--- src/rtl/dot_prod_accum.sv ---
// dot_prod_accum: sums LENGTH accepted complex product beats per window and presents the sum on a valid/ready output
module dot_prod_accum #(
  parameter int I_BITS     = 16,
  parameter int Q_BITS     = 16,
  parameter int LENGTH     = 64,
  parameter int CNT_BITS   = 7,
  parameter int SUM_I_BITS = I_BITS + CNT_BITS,
  parameter int SUM_Q_BITS = Q_BITS + CNT_BITS
) (
  input  logic                  clk,
  input  logic                  n_reset,
  input  logic                  m_axis_product_tvalid,
  output logic                  s_axis_product_tready,
  input  logic [I_BITS-1:0]     i,
  input  logic [Q_BITS-1:0]     q,
  output logic                  s_axis_sum_tvalid,
  input  logic                  m_axis_sum_tready,
  output logic [SUM_I_BITS-1:0] sum_i,
  output logic [SUM_Q_BITS-1:0] sum_q
);
  typedef enum logic {ACCUM, OUTPUT} state_t;
  state_t state, state_nxt;
  logic [CNT_BITS-1:0] count;
  logic [SUM_I_BITS-1:0] acc_i, add_i;
  logic [SUM_Q_BITS-1:0] acc_q, add_q;
  logic beat, last, take;
  assign s_axis_product_tready = n_reset && state == ACCUM;
  assign beat = m_axis_product_tvalid && s_axis_product_tready;
  assign last = count == CNT_BITS'(LENGTH - 1);
  assign take = s_axis_sum_tvalid && m_axis_sum_tready;
  assign add_i = acc_i + {{(SUM_I_BITS - I_BITS){i[I_BITS-1]}}, i};
  assign add_q = acc_q + {{(SUM_Q_BITS - Q_BITS){q[Q_BITS-1]}}, q};
  always_comb begin
    state_nxt = state;
    if (state == ACCUM) state_nxt = beat && last ? OUTPUT : ACCUM;
    else state_nxt = take ? ACCUM : OUTPUT;
  end
  always_ff @(posedge clk) begin
    if (!n_reset) begin
      state             <= ACCUM;
      count             <= '0;
      acc_i             <= '0;
      acc_q             <= '0;
      sum_i             <= '0;
      sum_q             <= '0;
      s_axis_sum_tvalid <= 1'b0;
    end else begin
      state <= state_nxt;
      if (take) s_axis_sum_tvalid <= 1'b0;
      if (beat && last) begin
        sum_i             <= add_i;
        sum_q             <= add_q;
        acc_i             <= '0;
        acc_q             <= '0;
        count             <= '0;
        s_axis_sum_tvalid <= 1'b1;
      end else if (beat) begin
        acc_i <= add_i;
        acc_q <= add_q;
        count <= count + 1'b1;
      end
    end
  end
endmodule

--- config.mk ---
export PLATFORM = sky130hd
export DESIGN_NAME = dot_prod_accum
export DESIGN_NICKNAME = d
export VERILOG_FILES = /design/src/rtl/dot_prod_accum.sv
export SDC_FILE = /design/constraint.sdc
export NUM_CORES = 1
export LEC_CHECK = 0
export BUFFER_PORTS_ARGS = -buffer_cell sky130_fd_sc_hd__buf_2
export CORE_MARGIN = 2
export CORE_UTILIZATION = 49
export DETAILED_ROUTE_END_ITERATION = 8
export PLACE_DENSITY_LB_ADDON = 0.15
export SLEW_MARGIN = 30
export SYNTH_ARGS = -nofsm -noshare
export SYNTH_HDL_FRONTEND = slang
export SYNTH_SLANG_ARGS = --single-unit
--- constraint.sdc ---
create_clock -name clk -period 4.91 [get_ports clk]
set_clock_uncertainty 0.1 [all_clocks]
set_input_delay 0.982 -clock clk [delete_from_list [all_inputs] [get_ports clk]]
set_output_delay 0.982 -clock clk [all_outputs]
set_load 0.01 [all_outputs]
Word level (Yosys, flattened, before mapping)
Cells that the tools add are included.
{"block": "word_totals", "register_bits": 101, "word_cells": 24, "inputBits": 36, "output_inout_bits": 48}
{"block": "op_classes", "n_addsub": 3, "n_mux": 5, "n_eq_ne": 1, "bitwise": 2, "reduce_logical": 6}
{"operator": "adder 23 bit", "count": 2}
{"operator": "adder 7 x 1 -> 7 bit, second input constant", "count": 1}
{"operator": "equality test 7 x 6 -> 1 bit, second input constant", "count": 1}
{"operator": "two-way mux 1 bit", "count": 5}
{"operator": "logical AND 1 bit", "count": 4}
{"operator": "inverter 1 bit", "count": 2}
{"operator": "nonzero test 2 bit", "count": 1}
{"operator": "OR reduction 2 bit", "count": 1}

Logic depth before layout (Yosys ltp)
Gate-level depths: netlist of the first run.
{"block": "depth", "word_depth": 6, "ltp_mapped": 11, "depth_no_buf": 11}

Worst setup path before layout of the first run
OpenSTA, ideal clock, no wires.
{"block": "synth_timing", "path_type": "input to register", "start": "in i[0]", "end": "reg sum_i[20]", "n_path_buf": 0, "t_arrival_ns": 2.860, "setup_time_ns": 0.128, "stages": 11, "setup_slack_ns": 1.821, "t_required_ns": 4.682, "cell_sequence": "ha_1 > inv_1 > fa_1 > nor2b_4 > o31a_1 > o211ai_1 > a21oi_1 > or3_1 > a31oi_1 > xor2_1 > o21ai_0"}
{"block": "synth_between", "elab_chain_len": 1}
{"element": "start, declared", "line": "14", "source": "input logic [I_BITS-1:0] i,"}
{"element": "adder 23 bit", "line": "31", "source": "assign add_i = acc_i + {{(SUM_I_BITS - I_BITS){i[I_BITS-1]}}, i};"}
{"element": "end signal, assigned", "line": "51", "source": "sum_i <= add_i;"}
{"element": "end, declared", "line": "18", "source": "output logic [SUM_I_BITS-1:0] sum_i,"}
Every way passes these cells.
A chain may end at the register's enable or synchronous reset.

Final worst setup path of the first run
{"block": "layout_timing", "start": "in n_reset", "end": "reg acc_q[22]"}
{"block": "layout_between", "elab_chain_len": 4, "word_cells_on_any_way": 5, "cone_classes": "bitwise (1); reduce/logical (4)"}
{"element": "start, declared", "line": "11", "source": "input logic n_reset,"}
{"element": "logical AND 1 bit", "line": "27", "source": "assign s_axis_product_tready = n_reset && state == ACCUM;"}
{"element": "logical AND 1 bit", "line": "28", "source": "assign beat = m_axis_product_tvalid && s_axis_product_tready;"}
{"element": "logical AND 1 bit", "line": "50", "source": "if (beat && last) begin"}
{"element": "OR reduction 2 bit (no source line)"}
{"element": "end signal, assigned", "line": "59", "source": "acc_q <= add_q;"}
{"element": "end, declared", "line": "25", "source": "logic [SUM_Q_BITS-1:0] acc_q, add_q;"}
Parallel ways exist; a longest one is shown, timed or not.

==> run_results.csv, run 1 <==
group,metric,value,unit
run_status,result_of_the_run,"completed",
clock_tree,cts_root_buffer,"sky130_fd_sc_hd__clkbuf_16",
clock_tree,clockBufferDepth,2,
grt,vias_in_the_first_global_route,5132,
setup_path,worstSetupEndpoint,"acc_q[22]",
pwr,power_leakage,3.015,nW
clock_tree,post_cts_buffers,0,
setup_path,rr_startpoint,"state",
detailed_routing,finalWirelength,13780,microns
sta,layout_setup_ws,1547,ps
setup_path,r2r.worst_path.cells,9,
sta,final-hold-violation-count,0,
synthesis,yosys.cell_types.count,65,
synthesis,synth-seq-area-share,0.3489,
layout,drive_gt1_frac,0.1530,
detailed_routing,routed_wire_length_per_instance,14.75,microns
synthesis,synth.area.top_cells,"sky130_fd_sc_hd__dfxtp_1 (35%), sky130_fd_sc_hd__ha_1 (9.7%), sky130_fd_sc_hd__nand2_1 (7.7%)",
grt,globalRouteOverflowTotal,0,
synthesis,synth.most_common_cell,"sky130_fd_sc_hd__nand2_1",
layout,finish.instance_area,6580,sq um
grt,grt_use_total,0.2264,
grt,number_of_antenna_violations_at_the_first_check_in_global_routing,0,
synthesis,synth_area_leader_cell,"sky130_fd_sc_hd__dfxtp_1",
placed_design,globalplace.congestion,0.8856,
floorplanning,io_pins,84,
detailed_routing,detailroute.via_count,5169,
detailed_routing,route.detailed.drc,0,
sta,finalMaxSlewViolations,0,
sta,setup_tns,0,ps
synthesis,postSynthRegisterBits,101,
synthesis,synth_top_cells_by_count,"sky130_fd_sc_hd__nand2_1 (119), sky130_fd_sc_hd__dfxtp_1 (101), sky130_fd_sc_hd__nand3_1 (67), sky130_fd_sc_hd__a21oi_1 (62), sky130_fd_sc_hd__o21ai_0 (52)",
layout,fill_cells,1068,
setup_path,worst-setup-path-type,"in2reg",
sta,finalCritPeriodShare,0.6850,
placed_design,hpwl,9938,microns
floorplanning,die-area,12710,sq um
layout,diodes,0,
pwr,power.density_cell_area,311.4,nW/um^2
detailed_routing,detail_route.vias_per_cell,5.534,
setup_path,regToRegSetupSlack,1900,ps
sta,rsz0062_at_grt,"false",
synthesis,synth_cells,722,
clock_tree,insertion_delay,350,ps
synthesis,synth_edf_count,0,
floorplanning,fp.dieH,112.8,microns
clock_tree,cts_tree,"built",
layout,syn_to_final_growth,13.54,%
clock_tree,cts.sink_count,101,
clock_tree,worst_setup_hold_path_clk_slew,70,ps
run,max_cap_violations,0,
pwr,vdd_drop_max,173.7,uV
clock_tree,post_cts_hold_buffer_count,0,
clock_tree,cts_inserted_buffers,9,
sta,slew_headroom,0.5128,
synthesis,yosysTopAreaCellShare,0.3489,
sta,smallest_hold_slack,354.1,ps
placed_design,port_buffer_count,83,
floorplanning,core-area,11470,sq um
detailed_routing,antenna_violating_nets_post_route,0,
hold_path,hold_path_cells,2,
setup_path,cp_slowest_cell,"sky130_fd_sc_hd__nand2_1",
floorplanning,initial_utilization,0.5054,
setup_path,critical_path_required,5050,ps
synthesis,dominantRegCellSynth,"sky130_fd_sc_hd__dfxtp_1",
floorplanning,rows,39,
sta,timing.fmax,297.3,MHz
sta,worst_slew_pin_slew,728.2,ps
detailed_routing,drt-pass1-iter-count,4,
synthesis,asyncSetResetFlopFracSynth,0,
hold_path,min-delay-path-class,"reg2reg",
grt,grt_max_degree,57,
setup_path,cp_slowest_stage_delay,620,ps
placed_design,dp_worst_setup_slack,1180,ps
setup_path,worst-endpoint-arrival,3500,ps
setup_path,crit_chain,"buf_2, and3b_1, buf_4, and4_1, and3_1, nand2b_2, nand2_1, buf_12, nor2_1, a31o_2",
setup_path,worst-path-max-fanout,32,
sta,period_needed,3363,ps
grt,grt_first_pass_wirelength,23670,microns
synthesis,mappedNetlistArea,5796,sq um
synthesis,syn_nets,805,
synthesis,synthesis.yosys.warnings,0,
floorplanning,fp.dieW,112.8,microns
synthesis,post_synth.cell_area_avg,8.027,sq um
clock_tree,h-tree-depth,3,
setup_path,reg2reg_to,"acc_q[22]",
setup_path,timing.critical_path.to_type,"flip-flop",
setup_path,worst_setup_path_start_kind,"input pin",
detailed_routing,detail_route.iter0.violations,269,
sta,setup_viol,0,
setup_path,setup.worst_path.start,"n_reset",
layout,layout.nets,869,
placed_design,postPlaceCellArea,6292,sq um
clock_tree,cts.repair.resized,0,
==> flip-flops by register name, indices dropped and copies added (netlist names) <==
register	flops
acc_i	23
acc_q	23
sum_i	23
sum_q	23
count	7
s_axis_sum_tvalid	1
state	1
==> logic make-up (layout without fill, tap and decap cells) <==
logic type / count (synthesis) / after routing / share of synthesized area
AOI/OAI and AO/OA: 186 / 186 / 0.2027
xor gates and xnor gates: 47 / 47 / 0.07362
DFF: 101 / 101 / 0.3489
adders and majority gates: 47 / 47 / 0.1041
and+or+nand+nor: 285 / 285 / 0.2284
buffers and inverters: 54 / 123 / 0.03886
muxes: 2 / 2 / 0.003454
==> per-layer routing <==
layer | global-route usage | wire (microns) | vias to the layer above
li1 | - | - | 2665
met1 | 0.2885 | 6353 | 2350
met2 | 0.3749 | 6290 | 122
met3 | 0.04339 | 742 | 32
met4 | 0.09919 | 395 | 0
met5 | 0 | 0 | -
==> per-stage QoR <==
step           power (mW)    util  std cells
5_1_grt             2.158  0.5738        934
6_report            2.049  0.5738        934
3_5_place_dp        1.375  0.5487        918
4_1_cts             2.065  0.5738        934
3_3_place_gp        1.367  0.5487        918
2_1_floorplan       1.265       -        722
==> power breakdown <==
group	leakage, nW	total (mW)	internal (mW)	switching [mW]
clock network	0.141	0.687	0.372	0.316
registers	0.820	0.877	0.856	0.0214
logic	2.05	0.485	0.197	0.288
total	3.01	2.05	1.42	0.625
==> how the worst min path moves through the flow <==
stage / startpoint / endpoint / slack [ps]
after floorplan: count[6] / count[6] / 320
after global placement: count[6] / count[6] / 330
after detailed placement: sum_i[5] / sum_i[5] / 340
after CTS: sum_i[5] / sum_i[5] / 350
after global routing: sum_i[13] / sum_i[13] / 380
final: sum_i[5] / sum_i[5] / 350
==> layout by cell type (no fill, tap or decap), drive strengths merged, types with 3 or more instances in the layout <==
master	instances
nor2b	4
a31oi	6
o21ai	55
buf	89
nor2	42
and2	11
o21bai	10
a211oi	6
and4	5
nand2b	7
dfxtp	101
o41ai	3
o22ai	3
o211ai	4
nand3	67
clkbuf	11
nand2	119
a21oi	64
xnor2	29
nand4	7
a21o	14
inv	18
and3	6
clkinv	4
o21a	4
ha	45
nor3	8
xor2	17
o31ai	5
==> worst max-delay path: cells and delay by family <==
kind            cells  cell delay (ps)
buf+inv             3              690
simple gates        6             1580
compound gates      1              230
==> cell type report <==
| cell class | count | area [sq um] | share of cell area |
|---|---|---|---|
| sequential | 101 | 2022 | 0.3073 |
| multi-input combinational | 567 | 3551 | 0.5396 |
| timing repair buffer | 89 | 473.0 | 0.07188 |
| clock buffer | 11 | 252.7 | 0.03841 |
| inverter | 18 | 67.56 | 0.01027 |
| clock inverter | 5 | 35.03 | 0.005324 |
| tap | 143 | 178.9 | 0.02719 |
No activity file was read; power rests on OpenSTA's default activity.
==> run 2: changes to the inputs <==
==> constraint.sdc (replaced) <==
create_clock -name clk -period 3.3 [get_ports clk]
set_clock_uncertainty 0.1 [all_clocks]
set_input_delay 0.66 -clock clk [delete_from_list [all_inputs] [get_ports clk]]
set_output_delay 0.66 -clock clk [all_outputs]
set_load 0.01 [all_outputs]
==> run_results.csv, run 2 (same netlist as run 1, synthesis figures left out) <==
group,metric,value,unit
layout,syn_to_final_growth,13.34,%
clock_tree,clockBufferDepth,2,
setup_path,worst-setup-path-type,"in2reg",
setup_path,critical_path_required,3410,ps
pwr,p_total,2.978,mW
sta,rsz0062_at_grt,"false",
hold_path,min-delay-path-class,"reg2reg",
sta,setup_viol,0,
pwr,power.density_cell_area,453.4,nW/um^2
detailed_routing,route.detailed.drc,0,
floorplanning,rows,39,
layout,register_area,2022,sq um
clock_tree,h-tree-depth,3,
clock_tree,cts_inserted_buffers,9,
detailed_routing,antenna_violating_nets_post_route,0,
layout,drive_gt1_frac,0.1551,
placed_design,dp_worst_setup_slack,129.4,ps
sta,layout_setup_ws,491.8,ps
setup_path,worst_setup_path_start_kind,"input pin",
grt,grt_max_degree,65,
detailed_routing,drt-pass1-iter-count,5,
placed_design,port_buffer_count,83,
sta,finalMaxSlewViolations,0,
grt,globalRouteOverflowTotal,0,
setup_path,timing.critical_path.to_type,"flip-flop",
clock_tree,post_cts_buffers,0,
clock_tree,worst_setup_hold_path_clk_slew,70,ps
clock_tree,cts.sink_count,101,
layout,layout_commonest_cell,"sky130_fd_sc_hd__nand2_1",
sta,setup_tns,0,ps
detailed_routing,detailroute.via_count,5224,
grt,number_of_antenna_violations_at_the_first_check_in_global_routing,0,
layout,layout.nets,874,
clock_tree,cts.repair.resized,0,
placed_design,hpwl,10200,microns
floorplanning,initial_utilization,0.5054,
placed_design,globalplace.congestion,0.8780,
pwr,vdd_drop_max,358.8,uV
layout,diodes,0,
sta,slew_headroom,0.5867,
sta,timing.fmax,356.1,MHz
floorplanning,core-area,11470,sq um
floorplanning,fp.dieH,112.8,microns
layout,multi_input_gate_area,3551,sq um
detailed_routing,routed_wire_length_per_instance,14.87,microns
pwr,power_leakage,3.016,nW
detailed_routing,detail_route.iter0.violations,225,
placed_design,numPlacedInstances,923,
clock_tree,cts_tree,"built",
detailed_routing,finalWirelength,13920,microns
grt,grt_use_total,0.2238,
floorplanning,fp.dieW,112.8,microns
detailed_routing,detail_route.vias_per_cell,5.581,
clock_tree,cts_root_buffer,"sky130_fd_sc_hd__clkbuf_16",
run_status,result_of_the_run,"completed",
floorplanning,io_pins,84,
floorplanning,die-area,12710,sq um
setup_path,worst-endpoint-arrival,2920,ps
grt,grt_first_pass_wirelength,23140,microns
sta,period_needed,2808,ps
layout,final-instance-count-excl-fill,936,
sta,finalCritPeriodShare,0.8510,
clock_tree,post_cts_hold_buffer_count,0,
layout,fill_cells,1096,
sta,worst_slew_pin_slew,620.0,ps
clock_tree,insertion_delay,350,ps
run,max_cap_violations,0,
layout,utilization,0.5728,
grt,vias_in_the_first_global_route,4920,
layout,layout_common_cells,"sky130_fd_sc_hd__nand2_1 (118), sky130_fd_sc_hd__dfxtp_1 (101), sky130_fd_sc_hd__buf_2 (83)",
sta,final-hold-violation-count,0,
setup_path,worst-path-max-fanout,3,
## run 2: area by class of cell
class,count,share of cell area
Clock inverter,4,0.004000
Sequential cell,101,0.3078
Multi-Input combinational cell,567,0.5406
Inverter,18,0.01029
Clock buffer,9,0.03429
Tap cell,143,0.02724
Timing Repair Buffer,94,0.07581
## run 2: path summary, 6_finish.rpt
kind	from	to	slack (ps)	cells after the start
setup / recovery	i[0]	sum_i[20]	490	12
hold / removal	count[6]	count[6]	350	2
setup reg to reg	acc_i[0]	sum_i[20]	600	11
hold reg to reg	count[6]	count[6]	350	2
## run 2: routing by layer
| metal | track usage | part of all wire |
|---|---|---|
| met5 | 0 | 0 |
| met2 | 0.3752 | 0.47 |
| met4 | 0.08130 | 0.017 |
| met1 | 0.2915 | 0.47 |
| met3 | 0.03749 | 0.041 |
## run 2: report_power, final
part / leakage [nW] / switching, mW / internal [mW]
Clock: 0.123 / 0.458 / 0.499
Sequential: 0.820 / 0.0318 / 1.27
Combinational: 2.07 / 0.422 / 0.295
## run 2: stage by stage
stage	hold WS, ps	instance area (sq um)
after global routing	366.7	6569
after global placement	325.8	6317
final	345.7	6569
after CTS	344.6	6569
after floorplan	317.8	5796
after detailed placement	335.0	6317
## run 2: critical path, cell delays in order
cell and delay, ps:
sky130_fd_sc_hd__buf_2 100, sky130_fd_sc_hd__ha_1 200, sky130_fd_sc_hd__inv_1 70, sky130_fd_sc_hd__fa_1 250
sky130_fd_sc_hd__nor2b_4 60, sky130_fd_sc_hd__o31a_1 270, sky130_fd_sc_hd__o211ai_1 260, sky130_fd_sc_hd__a21oi_1 140
sky130_fd_sc_hd__or3_1 370, sky130_fd_sc_hd__a31oi_1 310, sky130_fd_sc_hd__xor2_1 170, sky130_fd_sc_hd__o21ai_0 80
